File: src/rtl/mem_port_arbiter.sv
// Single-port memory arbiter shared by instruction fetch and data access; data wins ties.
// Optional fetch-conflict performance counter is enabled with `define MEM_ARB_PERF_EN.
module mem_port_arbiter #(
  parameter int MEM_LAT = 2,
  parameter int AW      = 32,
  parameter int DW      = 32
) (
  input  logic          clk,
  input  logic          rst,
  input  logic          i_req,
  input  logic [AW-1:0] i_addr,
  output logic [DW-1:0] i_rdata,
  output logic          i_valid,
  output logic          stall_if,
  input  logic          d_req,
  input  logic          d_we,
  input  logic [AW-1:0] d_addr,
  input  logic [DW-1:0] d_wdata,
  output logic [DW-1:0] d_rdata,
  output logic          d_valid,
  output logic          stall_mem,
  output logic          mem_en,
  output logic          mem_we,
  output logic [AW-1:0] mem_addr,
  output logic [DW-1:0] mem_wdata,
  input  logic [DW-1:0] mem_rdata,
  output logic [15:0]   conflict_cnt
);

  localparam int CW = (MEM_LAT < 2) ? 1 : $clog2(MEM_LAT + 1);

  localparam logic [1:0] ST_IDLE   = 2'd0;
  localparam logic [1:0] ST_BUSY_I = 2'd1;
  localparam logic [1:0] ST_BUSY_D = 2'd2;

  logic [1:0]    r_state;
  logic [CW-1:0] r_cnt;
  logic          r_wdrawn;

  logic w_idle;
  logic w_issue_d;
  logic w_issue_i;
  logic w_done;
  logic w_owner_req;

  always_comb begin
    w_idle      = (r_state == ST_IDLE);
    w_issue_d   = w_idle & d_req;
    w_issue_i   = w_idle & ~d_req & i_req;
    w_done      = ~w_idle & (r_cnt == CW'(1));
    w_owner_req = (r_state == ST_BUSY_D) ? d_req : i_req;
  end

  // r_wdrawn remembers that the owner dropped its request, so a fresh request
  // raised in the completion cycle does not pick up the flushed access's data.
  always_ff @(posedge clk) begin
    if (rst) begin
      r_state  <= ST_IDLE;
      r_cnt    <= '0;
      r_wdrawn <= 1'b0;
    end else begin
      case (r_state)
        ST_IDLE: begin
          if (w_issue_d) begin
            r_state  <= ST_BUSY_D;
            r_cnt    <= CW'(MEM_LAT);
            r_wdrawn <= 1'b0;
          end else if (w_issue_i) begin
            r_state  <= ST_BUSY_I;
            r_cnt    <= CW'(MEM_LAT);
            r_wdrawn <= 1'b0;
          end
        end
        default: begin
          r_cnt <= r_cnt - CW'(1);
          if (!w_owner_req) r_wdrawn <= 1'b1;
          if (w_done) r_state <= ST_IDLE;
        end
      endcase
    end
  end

  // All outputs are forced low while reset is asserted.
  always_comb begin
    mem_en    = 1'b0;
    mem_we    = 1'b0;
    mem_addr  = '0;
    mem_wdata = '0;
    i_valid   = 1'b0;
    i_rdata   = '0;
    d_valid   = 1'b0;
    d_rdata   = '0;
    stall_if  = 1'b0;
    stall_mem = 1'b0;
    if (!rst) begin
      mem_en = w_issue_d | w_issue_i;
      if (w_issue_d) begin
        mem_we    = d_we;
        mem_addr  = d_addr;
        mem_wdata = d_wdata;
      end else if (w_issue_i) begin
        mem_addr  = i_addr;
      end
      if (w_done && r_state == ST_BUSY_I) begin
        i_valid = i_req & ~r_wdrawn;
        i_rdata = mem_rdata;
      end
      if (w_done && r_state == ST_BUSY_D) begin
        d_valid = d_req & ~r_wdrawn;
        d_rdata = mem_rdata;
      end
      stall_if  = i_req & ~i_valid;
      stall_mem = d_req & ~d_valid;
    end
  end

`ifdef MEM_ARB_PERF_EN
  logic [15:0] r_conflict;
  logic        w_conflict_hit;

  assign w_conflict_hit = i_req & stall_if & (d_req | (r_state == ST_BUSY_D));

  always_ff @(posedge clk) begin
    if (rst) begin
      r_conflict <= '0;
    end else if (w_conflict_hit && r_conflict != 16'hFFFF) begin
      r_conflict <= r_conflict + 16'd1;
    end
  end

  assign conflict_cnt = rst ? 16'd0 : r_conflict;
`else
  assign conflict_cnt = 16'd0;
`endif

endmodule

File: config.mk
export PLATFORM = sky130hd
export DESIGN_NAME = mem_port_arbiter
export DESIGN_NICKNAME = d
export VERILOG_FILES = /design/src/rtl/mem_port_arbiter.sv
export SDC_FILE = /design/constraint.sdc
export NUM_CORES = 1
export LEC_CHECK = 0
export BUFFER_PORTS_ARGS = -buffer_cell sky130_fd_sc_hd__buf_4
export CORE_AREA = 2 2 109 111
export CTS_CLUSTER_DIAMETER = 150
export DETAILED_ROUTE_END_ITERATION = 8
export DIE_AREA = 0 0 111 113
export RECOVER_POWER = 50
export SLEW_MARGIN = 10
export SYNTH_ARGS = -nofsm -noshare
export SYNTH_HDL_FRONTEND = slang
export SYNTH_SLANG_ARGS = --single-unit
File: constraint.sdc
create_clock -name clk -period 1.2 [get_ports clk]
set_clock_uncertainty 0.05 [all_clocks]
set_input_delay 0 -clock clk [delete_from_list [all_inputs] [get_ports clk]]
set_output_delay 0 -clock clk [all_outputs]
set_load 0.01 [all_outputs]
# Yosys cells after proc, flatten, opt, wreduce, memory -nomap -nowiden
# Cells that the tools add are included.
[word_totals]
regBits = 5
[classes]
addsub = 1
n_eq_ne = 5
muxes = 32
bitwise_logic = 14
n_reduce_logical = 6
[op_table]
columns = ["op", "count"]
rows = [
  ["2-to-1 mux 32 bit", 9],
  ["2-to-1 mux 1 bit", 16],
  ["2-to-1 mux 2 bit", 7],
  ["AND 1 bit", 8],
  ["inverter 1 bit", 5],
  ["== test 2 x 1 -> 1 bit (second input constant)", 2],
  ["AND reduction 2 bit", 2],
  ["inequality test 3 x 1 -> 1 bit (second input constant)", 1],
  ["== test 2 bit (second input constant)", 1],
  ["logical AND 1 bit", 2],
  ["logical NOT 2 bit", 1],
  ["inequality test 2 bit (second input constant)", 1],
  ["nonzero test 2 bit", 1],
  ["subtractor 2 x 1 -> 2 bit (second input constant)", 1],
  ["bitwise OR 1 bit", 1],
]

# Longest topological paths before layout
# Gate-level depths: netlist of the first run.
[depth]
word_depth = 9
depth_mapped = 5
depth_no_buf = 5

# Worst setup path after synthesis of the first run
# OpenSTA, ideal clock, no wires.
[synth_timing]
kind = "register to output"
start = "reg r_state[1]"
end = "out mem_addr[11]"
arrival_time_ns = 1.288
required_time_ns = 1.150
slack_ns = -0.138
stages_incl_launch_ff = 6
path_cell_list = "dfxtp_1 > buf_4 > nor4b_4 > buf_6 > a22oi_1 > nor2_1"
[synth_via]
elab_chain_cells = 6
elab_cells_between_ends = 7
cone_classes = "mux: 3; bitwise: 3; reduce/logical: 1"
[synth_lines]
columns = ["element", "line", "source"]
rows = [
  ["start: declaration", "36", "logic [1:0] r_state;"],
  ["start signal: assignment", "58", "r_state <= ST_IDLE;"],
  ["start signal: assignment", "65", "r_state <= ST_BUSY_D;"],
  ["start signal: assignment", "69", "r_state <= ST_BUSY_I;"],
  ["logical NOT 2 bit *", "47", "w_idle = (r_state == ST_IDLE);"],
  ["AND 1 bit (2 in series)", "49", "w_issue_i = w_idle & ~d_req & i_req;"],
  ["2-to-1 mux 32 bit", "101", "end else if (w_issue_i) begin"],
  ["2-to-1 mux 32 bit *", "97", "if (w_issue_d) begin"],
  ["2-to-1 mux 32 bit *", "95", "if (!rst) begin"],
  ["end: declaration", "24", "output logic [AW-1:0] mem_addr,"],
]
# Mark *: on every way between the ends. The rest lies on a longest branch, timed or not.

# Final worst setup path of the first run
[layout_timing]
start = "reg r_state[0]"
end = "out mem_addr[29]"
# Same word-level chain as after synthesis.

==> flow_summary_export.csv, run 1 <==
group,metric,value,unit
critical_path,arrival,1.51,ns
critical_path,startpoint,"r_state[0]",
placement,place_area,3980,um^2
placement,place_ws,-0.262,ns
timing,clock.fmax,639,MHz
global_routing,antenna_found_initial,0,
timing,fin_crit,1.56,ns
global_routing,grt_use_total,13.2,%
critical_path,cp_top_family,"buffers and inverters",
floorplanning,core_area,11300,um^2
power,powerDensity,513,nW/um^2
synthesis,synth_top_cell_by_area,"nor2_1",
layout,diodes,0,
drt,vias_per_cell,4.06,
floorplanning,dieWidth,111,um
synthesis,yosysMostFrequentCell,"nor2_1",
synthesis,syn_inst,277,
layout,fin_cells,696,
placement,place_inst,675,
critical_path,regToRegStartpoint,"r_state[0]",
layout,nets,688,
critical_path,slowest_delay,0.36,ns
critical_path,worst-path-buf-inv,3,
critical_path,r2r_cells,6,
power,leakagePower,2.16,nW
synthesis,synth_top_area_share,21.1,%
synthesis,synth-seq-cells,5,
placement,port-buffer-count,266,
synthesis,synthesis.area,1690,um^2
drt,wire_per_inst,13.8,um
floorplanning,die_area,12500,um^2
drt,final_antenna_net_count,0,
global_routing,grt-ovfl-total,0,
global_routing,grt_pass1_vias,2636,
critical_path,crit_fanout,9,
layout,drive_gt1_share,72.7,%
run,maxCapViolations,0,
placement,place.gp.congestion,0.891,
global_routing,grt_start_max_net_pins,55,
run_status,failed_checks,"setup timing",
synthesis,synth_edf_count,0,
critical_path,path_depth,6,
timing,min_period_over_period,130,%
timing,setup_ws,-0.365,ns
drt,vias,2828,
critical_path,cp-start-kind,"register",
synthesis,ys_types,26,
clock_tree,h-tree-depth,1,
synthesis,ys_top_cells_by_count,"nor2_1, nand2b_1, and2_1",
layout,areaGrowthSynthToFinish,161,%
worst_hold_path,min_path_cells,4,
layout,fillers,1147,
synthesis,async_reset_ff_share,0,%
drt,wirelength,9620,um
synthesis,syn-mean-instance-area,6.10,um^2
drt,route.detailed.drc,0,
floorplanning,boundaryPins,283,
timing,tns,-36.02,ns
timing,holdWs,0.0599,ns
global_routing,grt_pass1_wl,13800,um
clock_tree,root_buffer,"clkbuf_16",
critical_path,cp-end-kind,"output pin",
floorplanning,start_util,15.0,%
timing,hold_viol_final,0,
critical_path,crit_type,"register to output pin",
floorplanning,fp.dieH,113,um
drt,drt_first_iter_violations,61,
clock_tree,clk_latency,0.23,ns
critical_path,cp_cell_sequence,"nor4b_4, buf_6, buf_12, a22oi_1, nor2_1, buf_4",
worst_hold_path,hp-class,"input pin to register",
synthesis,yosysWarnings,0,
clock_tree,clockBufferDepth,2,
synthesis,seq_area_frac_synth,5.93,%
synthesis,ys.flop_type,"dfxtp_1",
timing,rsz0062_at_grt,"true",
clock_tree,tritoncts,"done",
critical_path,slowest_stage,"dfxtp_4",
floorplanning,rows,39,
clock_tree,cts.clk_slew.worst_paths,0.03,ns
layout,stdcell_area,4410,um^2
clock_tree,cts.sinks,5,
synthesis,synthTopCellsByArea,"nor2_1, nand2b_1, and2_1",
worst_hold_path,holdCritStartpoint,"i_req",
run_status,status,"finished, violations left",
critical_path,cp.required,1.15,ns
timing,slew_viol_final,0,
clock_tree,cts_inserted_buffers,3,
timing,setup_viol,135,
placement,dp_hpwl,7350,um
drt,first_pass_iters,4,
power,vdd.ir_drop.worst,626,uV
cell type report:
| class | instances | area (um^2) | share of cell area [%] |
|---|---|---|---|
| Tap cell | 143 | 179 | 4.06 |
| Sequential cell | 5 | 110 | 2.50 |
| Clock buffer | 4 | 78.8 | 1.79 |
| Timing Repair Buffer | 298 | 2430 | 55.0 |
| Inverter | 3 | 11.3 | 0.255 |
| Multi-Input combinational cell | 243 | 1610 | 36.4 |
final timing paths:
| kind | to | slack [ns] |
|---|---|---|
| max | mem_addr[29] | -0.36 |
| min | r_cnt[0] | 0.06 |
| max reg2reg | r_state[0] | -0.14 |
| min reg2reg | r_wdrawn | 0.47 |
layout by cell type (no fill, tap or decap):
cell | Yosys | routed
buf_4 | 20 | 277
nor2_2 | 10 | 52
nor2_1 | 95 | 52
nand2b_1 | 35 | 35
a22oi_2 | 14 | 24
and2_1 | 33 | 24
conb_1 | 1 | 16
buf_6 | 4 | 11
a22oi_1 | 19 | 9
and2_4 | 0 | 9
clkbuf_16 | 0 | 6
buf_12 | 0 | 6
nand2_1 | 4 | 4
a21oi_2 | 0 | 3
a21oi_1 | 6 | 3
nor2b_1 | 3 | 2
inv_1 | 3 | 2
dfxtp_2 | 0 | 2
dfxtp_4 | 0 | 2
inv_2 | 0 | 1
nor3b_4 | 0 | 1
nor4b_4 | 1 | 1
nor3_4 | 0 | 1
nor2b_4 | 0 | 1
nor2_4 | 0 | 1
a311oi_1 | 1 | 1
o21ai_0 | 1 | 1
nand3_2 | 0 | 1
or2_4 | 0 | 1
ha_4 | 0 | 1
clkbuf_1 | 12 | 1
buf_16 | 0 | 1
dfxtp_1 | 5 | 1
cell families (layout without fill, tap and decap cells):
family	count (synthesis)	count (layout)	synth area share, %
and+or+nand+nor	185	185	55.4
buffers and inverters	44	305	16.3
AOI/OAI and AO/OA	41	41	21.4
DFF	5	5	5.93
adders and majority gates	1	1	0.741
other	1	16	0.222
worst min-delay path, cell delays in order:
cell	delay, ns
buf_4	0.11
nor2_1	0.07
nand3_2	0.08
a21oi_2	0.05
timing repair:
item | 4_1_cts | 5_1_grt
pin swaps | 3 | 13
setup endpoints to repair | 137 | 137
gates resized for setup | 27 | 21
setup buffers | 8 | 5
hold buffers | 0 | 0
cloned | 3 | 4
hold endpoints to repair | 0 | 0
flip-flops by register name (all words and copies together) (netlist names):
register and cells:
r_cnt 2, r_state 2, r_wdrawn 1
stage by stage:
step           total power [mW]  utilization (%)
4_1_cts                    2.19             38.1
2_1_floorplan             0.843                -
5_1_grt                    2.39             39.1
6_report                   2.27             39.1
3_3_place_gp               1.48             35.3
3_5_place_dp               1.49             35.3
metal layers:
layer  part of all wire [%]  track usage [%]
met1                     35             14.5
met2                     55             26.0
met3                    8.9             3.16
met4                   0.51             2.25
met5                      0                0
report_power, final:
group	switching [mW]	leakage (nW)	internal [mW]
Clock	0.113	0.0382	0.441
Sequential	0.0258	0.0432	0.188
Combinational	0.632	2.08	0.865
Total	0.771	2.16	1.49
(Power assumes the default switching activity.)
==> inputs of run 2 (changes only) <==
==> constraint.sdc (replaced) <==
create_clock -name clk -period 1.2 [get_ports clk]
set_clock_uncertainty 0.05 [all_clocks]
set_input_delay 0 -clock clk [delete_from_list [all_inputs] [get_ports clk]]
set_output_delay 0 -clock clk [all_outputs]
set_load 0.1 [all_outputs]
==> run 2 against run 1 <==
Net effect: the run still ends with setup timing left; hold slack better by 0.10 ns; sequential power is essentially flat; sequential share of layout area fell by 0.97 points; setup slack lost 0.12 ns; maximum frequency fell by 7.0%; final cell count rose by 3.2%; critical path depth did not move; die area is the same; first-iteration DRC count rose by 49%; combinational power increased by 130%; count of clock-buffer cells in the layout unchanged; routed wire length increased by 31%.
==> flow_summary_export.csv, run 2 (synthesis gave the netlist of run 1 again) <==
group,metric,value,unit
run_status,failed_checks,"setup timing",
global_routing,grt-ovfl-total,0,
critical_path,arrival,1.63,ns
placement,dp_hpwl,7790,um
global_routing,grt_pass1_vias,3442,
timing,tightest_slew,0.529,ns
floorplanning,core_area,11300,um^2
clock_tree,clk_latency,0.23,ns
layout,final_cell_mix,"buf_12, buf_4, nor2_4, nand2b_1, and2_4",
floorplanning,fp.dieH,113,um
timing,min_period_over_period,140,%
floorplanning,die_area,12500,um^2
placement,place.gp.congestion,0.840,
global_routing,use_met2,37.5,%
run,maxCapViolations,0,
placement,place_inst,685,
global_routing,antenna_found_initial,0,
placement,place_area,4790,um^2
drt,vias,3124,
global_routing,use_met3,4.66,%
drt,vias_per_cell,4.35,
clock_tree,cts_inserted_buffers,3,
timing,rsz0062_at_grt,"true",
layout,final_util,64.1,%
layout,diodes,0,
clock_tree,holdBufCountCts,0,
critical_path,rrSetupSlack,-0.05,ns
layout,fin_cells,718,
layout,nets,710,
global_routing,grt.busiest_layer,"met2",
timing,clock.fmax,595,MHz
drt,final_antenna_net_count,0,
clock_tree,cts.sinks,5,
global_routing,grt_use_total,18.5,%
critical_path,crit_type,"register to output pin",
drt,route.detailed.drc,0,
clock_tree,h-tree-depth,1,
critical_path,startpoint,"r_state[1]",
timing,setup_ws,-0.482,ns
timing,hold_viol_final,0,
global_routing,grt_pass1_wl,18700,um
power,powerDensity,587,nW/um^2
floorplanning,boundaryPins,283,
layout,reg_top3,"r_cnt: 2 flops, r_state: 2 flops, r_wdrawn: 1 flops",
clock_tree,tritoncts,"done",
floorplanning,rows,39,
drt,first_pass_iters,4,
layout,areaGrowthSynthToFinish,328,%
critical_path,r2r_end,"r_state[0]",
timing,slew-limit-headroom,64.7,%
worst_hold_path,hp-class,"input pin to register",
layout,fillers,823,
floorplanning,dieWidth,111,um
critical_path,cp.required,1.15,ns
power,vdd.ir_drop.worst,454,uV
layout,stdcell_area,7230,um^2
clock_tree,clockBufferDepth,2,
critical_path,regToRegStartpoint,"r_state[1]",
drt,wire_per_inst,17.6,um
critical_path,cp-start-kind,"register",
drt,drt_first_iter_violations,91,
placement,port-buffer-count,266,
layout,drive_gt1_share,88.2,%
drt,wirelength,12600,um
timing,fin_crit,1.68,ns
floorplanning,start_util,15.0,%
layout,final_common_cell,"buf_12",
critical_path,endpoint,"mem_addr[26]",
timing,slew_viol_final,0,
critical_path,crit_fanout,8,
run_status,status,"finished, violations left",
clock_tree,cts.clk_slew.worst_paths,0.03,ns
power,power,4.24,mW
global_routing,grt_start_max_net_pins,42,
global_routing,met1_usage,19.4,%
critical_path,cp-end-kind,"output pin",
clock_tree,root_buffer,"clkbuf_16",
power,leakagePower,2.85,nW
timing,setup_viol,135,
critical_path,r2r_cells,5,
-- run 2: changes by cell type in the layout (fill, tap and decap cells not counted), moves of 4 or more --
| cell | change |
|---|---|
| and2_1 | -24 |
| nor2_4 | +99 |
| buf_4 | -129 |
| nand2_1 | -4 |
| a22oi_2 | +7 |
| a22oi_1 | -7 |
| and2_4 | +24 |
| nor2_2 | -51 |
| nor2_1 | -48 |
| buf_12 | +145 |
-- run 2: area by class of cell --
cell class,instances,area (um^2),area share [%]
Inverter,3,11.3,0.156
Tap cell,143,179,2.48
Multi-Input combinational cell,243,2370,32.8
Clock buffer,4,78.8,1.09
Sequential cell,5,110,1.52
Timing Repair Buffer,320,4480,62.0
-- run 2: how the worst min path moves through the flow --
stage          slack (ns)  depth (start not counted)         from             to
6_report             0.16                          5        i_req       r_cnt[0]
5_1_grt              0.20                          5        i_req       r_cnt[0]
4_1_cts              0.17                          5        i_req       r_cnt[0]
3_5_place_dp         0.40                          3  d_wdata[31]  mem_wdata[31]
3_3_place_gp         0.39                          5        i_req       r_cnt[0]
2_1_floorplan        0.15                          3        d_req       r_cnt[0]
-- run 2: power breakdown --
| part | internal [mW] | switching (mW) | total [mW] |
|---|---|---|---|
| Clock | 0.440 | 0.111 | 0.552 |
| Sequential | 0.188 | 0.0283 | 0.216 |
| Combinational | 1.39 | 2.09 | 3.48 |
| Total | 2.01 | 2.23 | 4.24 |
-- run 2: repair_timing --
item                       4_1_cts  5_1_grt
setup endpoints to repair      138      138
cloned                          10        4
buffers inserted                14       11
resized for setup              448       39
pin swaps                       15       49
-- run 2: worst max-delay path, cell delays in order, from the launching register on --
cell and delay [ns]:
dfxtp_4 0.37, nor4b_4 0.27, buf_6 0.19, clkbuf_16 0.18
a22oi_2 0.08, nor2_4 0.14, buf_12 0.18
-- run 2: per-layer routing --
metal,part of all wire [%],vias to the layer above
li1,-,1465
met2,58,182
met1,33,1464
met5,0,-
met3,7.9,13
met4,1.2,0
-- run 2: stage by stage --
step	TNS (ns)	hold slack [ns]	worst slack, ns
floorplan	-47.17	0.147	-0.486
global placement	-42.63	0.394	-0.370
detailed placement	-47.45	0.401	-0.416
CTS	-57.57	0.170	-0.536
global route	-59.05	0.202	-0.528
finish	-52.62	0.160	-0.482
==> inputs of run 3 (changes only) <==
--- a/config.mk
+++ b/config.mk
@@ -7,6 +7,7 @@
 export LEC_CHECK = 0
 export BUFFER_PORTS_ARGS = -buffer_cell sky130_fd_sc_hd__buf_4
 export CORE_AREA = 2 2 109 111
+export CTS_BUF_LIST = sky130_fd_sc_hd__clkbuf_8
 export CTS_CLUSTER_DIAMETER = 150
 export DETAILED_ROUTE_END_ITERATION = 8
 export DIE_AREA = 0 0 111 113
==> run 3 against run 2 <==
Net effect: count of clock-buffer cells in the layout fell by 1; utilization rose by 0.58 points; critical path depth did not move; hold slack improved by 0.018 ns; first-iteration DRC count fell by 13%; setup slack improved by 0.025 ns; total power fell by 3.6%; final cell count fell by 0.14%; largest power group unchanged; critical endpoint is now mem_addr[1]; the flow still finishes with violations (setup timing); clock power fell by 45%; sequential share of layout area barely moved.
==> flow_summary_export.csv, run 3 (synthesis gave the netlist of run 1 again) <==
group,metric,value,unit
run_status,status,"finished, violations left",
run_status,failed_checks,"setup timing",
critical_path,slowest_delay,0.37,ns
drt,route.detailed.drc,0,
layout,final_cell_mix,"buf_4, buf_12, nor2_4, nand2b_1",
floorplanning,start_util,15.0,%
timing,min_period_over_period,138,%
floorplanning,dieWidth,111,um
clock_tree,cts.sinks,5,
timing,setup_viol,137,
layout,final_common_cell,"buf_4",
global_routing,grt-ovfl-total,0,
clock_tree,cts_inserted_buffers,3,
drt,wire_per_inst,17.5,um
critical_path,worst-path-buf-inv,3,
clock_tree,cts.clk_slew.worst_paths,0.03,ns
critical_path,crit_fanout,8,
drt,wirelength,12500,um
clock_tree,root_buffer,"clkbuf_8",
placement,place.gp.congestion,0.840,
clock_tree,h-tree-depth,1,
floorplanning,boundaryPins,283,
layout,fin_cells,717,
timing,clock.fmax,604,MHz
worst_hold_path,hp-class,"input pin to register",
power,vdd.ir_drop.worst,453,uV
drt,first_pass_iters,4,
drt,vias,3088,
clock_tree,clockBufferDepth,2,
global_routing,grt_pass1_vias,3405,
clock_tree,clk_latency,0.22,ns
floorplanning,core_area,11300,um^2
layout,drive_gt1_share,88.7,%
layout,nets,709,
layout,reg_top3,"r_cnt: 2 flops, r_state: 2 flops, r_wdrawn: 1 flops",
drt,dr_wl_met3,872,um
critical_path,cp.required,1.15,ns
power,power,4.09,mW
layout,areaGrowthSynthToFinish,332,%
drt,vias_per_cell,4.31,
power,leakagePower,2.87,nW
clock_tree,tritoncts,"done",
critical_path,cp_top_family,"buffers and inverters",
placement,place_ws,-0.416,ns
critical_path,cp-end-kind,"output pin",
floorplanning,die_area,12500,um^2
timing,slew_viol_final,0,
timing,fin_crit,1.66,ns
floorplanning,fp.dieH,113,um
drt,wl_met2,7280,um
run,maxCapViolations,0,
critical_path,arrival,1.61,ns
clock_tree,holdBufCountCts,0,
critical_path,cp_cell_sequence,"nor4b_4, buf_6, clkbuf_16, a22oi_2, nor2_4, buf_12",
layout,diodes,0,
placement,place_inst,685,
global_routing,grt_pass1_wl,18300,um
placement,dp_hpwl,7790,um
layout,regArea,110,um^2
timing,slew-limit-headroom,65.8,%
drt,met1_length,4190,um
timing,hold_viol_final,0,
critical_path,cp-start-kind,"register",
timing,setup_ws,-0.456,ns
global_routing,grt_use_total,18.0,%
layout,fillers,810,
placement,port-buffer-count,266,
global_routing,grt_start_max_net_pins,42,
critical_path,slowest_stage,"dfxtp_4",
global_routing,antenna_found_initial,0,
timing,rsz0062_at_grt,"true",
floorplanning,rows,39,
drt,final_antenna_net_count,0,
timing,tightest_slew,0.513,ns
layout,multi_input_area,2400,um^2
critical_path,crit_type,"register to output pin",
drt,top_layer,"met4",
power,powerDensity,561,nW/um^2
timing,tns,-53.35,ns
drt,drt_first_iter_violations,79,
==> run 3: cell types whose count changed in the layout (fill, tap and decap cells not counted), sizes merged <==
| cell | delta |
|---|---|
| buf | -4 |
| clkbuf | +2 |
| inv | +1 |
==> run 3: path summary, 6_finish.rpt <==
path | cells past startpoint | startpoint | endpoint | slack [ns]
max | 6 | r_state[1] | mem_addr[1] | -0.46
min reg2reg | 2 | r_wdrawn | r_wdrawn | 0.48
max reg2reg | 6 | r_state[1] | r_wdrawn | -0.12
min | 5 | i_req | r_cnt[0] | 0.18
==> run 3: final cells by class <==
type	instances	area share, %
flip-flops and latches	5	1.51
clock inverters	1	0.0515
repair buffers	319	62.3
inverters	3	0.154
multi-input cells	243	32.9
well taps	143	2.45
clock buffers	3	0.566
==> run 3: through the flow <==
stage	hold slack [ns]	area (um^2)	utilization (%)
2_1_floorplan	0.147	2680	-
3_3_place_gp	0.394	4790	42.5
3_5_place_dp	0.401	4790	42.5
4_1_cts	0.172	6990	62.0
5_1_grt	0.213	7290	64.7
6_report	0.178	7290	64.7
==> run 3: repair_timing <==
action / 4_1_cts / 5_1_grt
setup buffers: 12 / 4
cloned: 10 / 7
pin swaps: 27 / 34
endpoints found under the setup margin: 138 / 139
resized for setup: 456 / 33
==> run 3: metal layers <==
layer,vias to the layer above,global-route usage [%]
li1,1461,-
met1,1434,19.2
met2,177,36.3
met3,16,4.18
met4,0,3.08
met5,-,0
==> run 3: worst min-delay path, stage by stage <==
cell,delay (ns)
buf_4,0.09
buf_4,0.11
nor2_1,0.07
nand3_1,0.08
a21oi_1,0.05
==> run 3: power by group <==
part | internal (mW) | switching, mW
Combinational | 1.45 | 2.12
Sequential | 0.188 | 0.0283
Clock | 0.219 | 0.0860
Total | 1.86 | 2.23
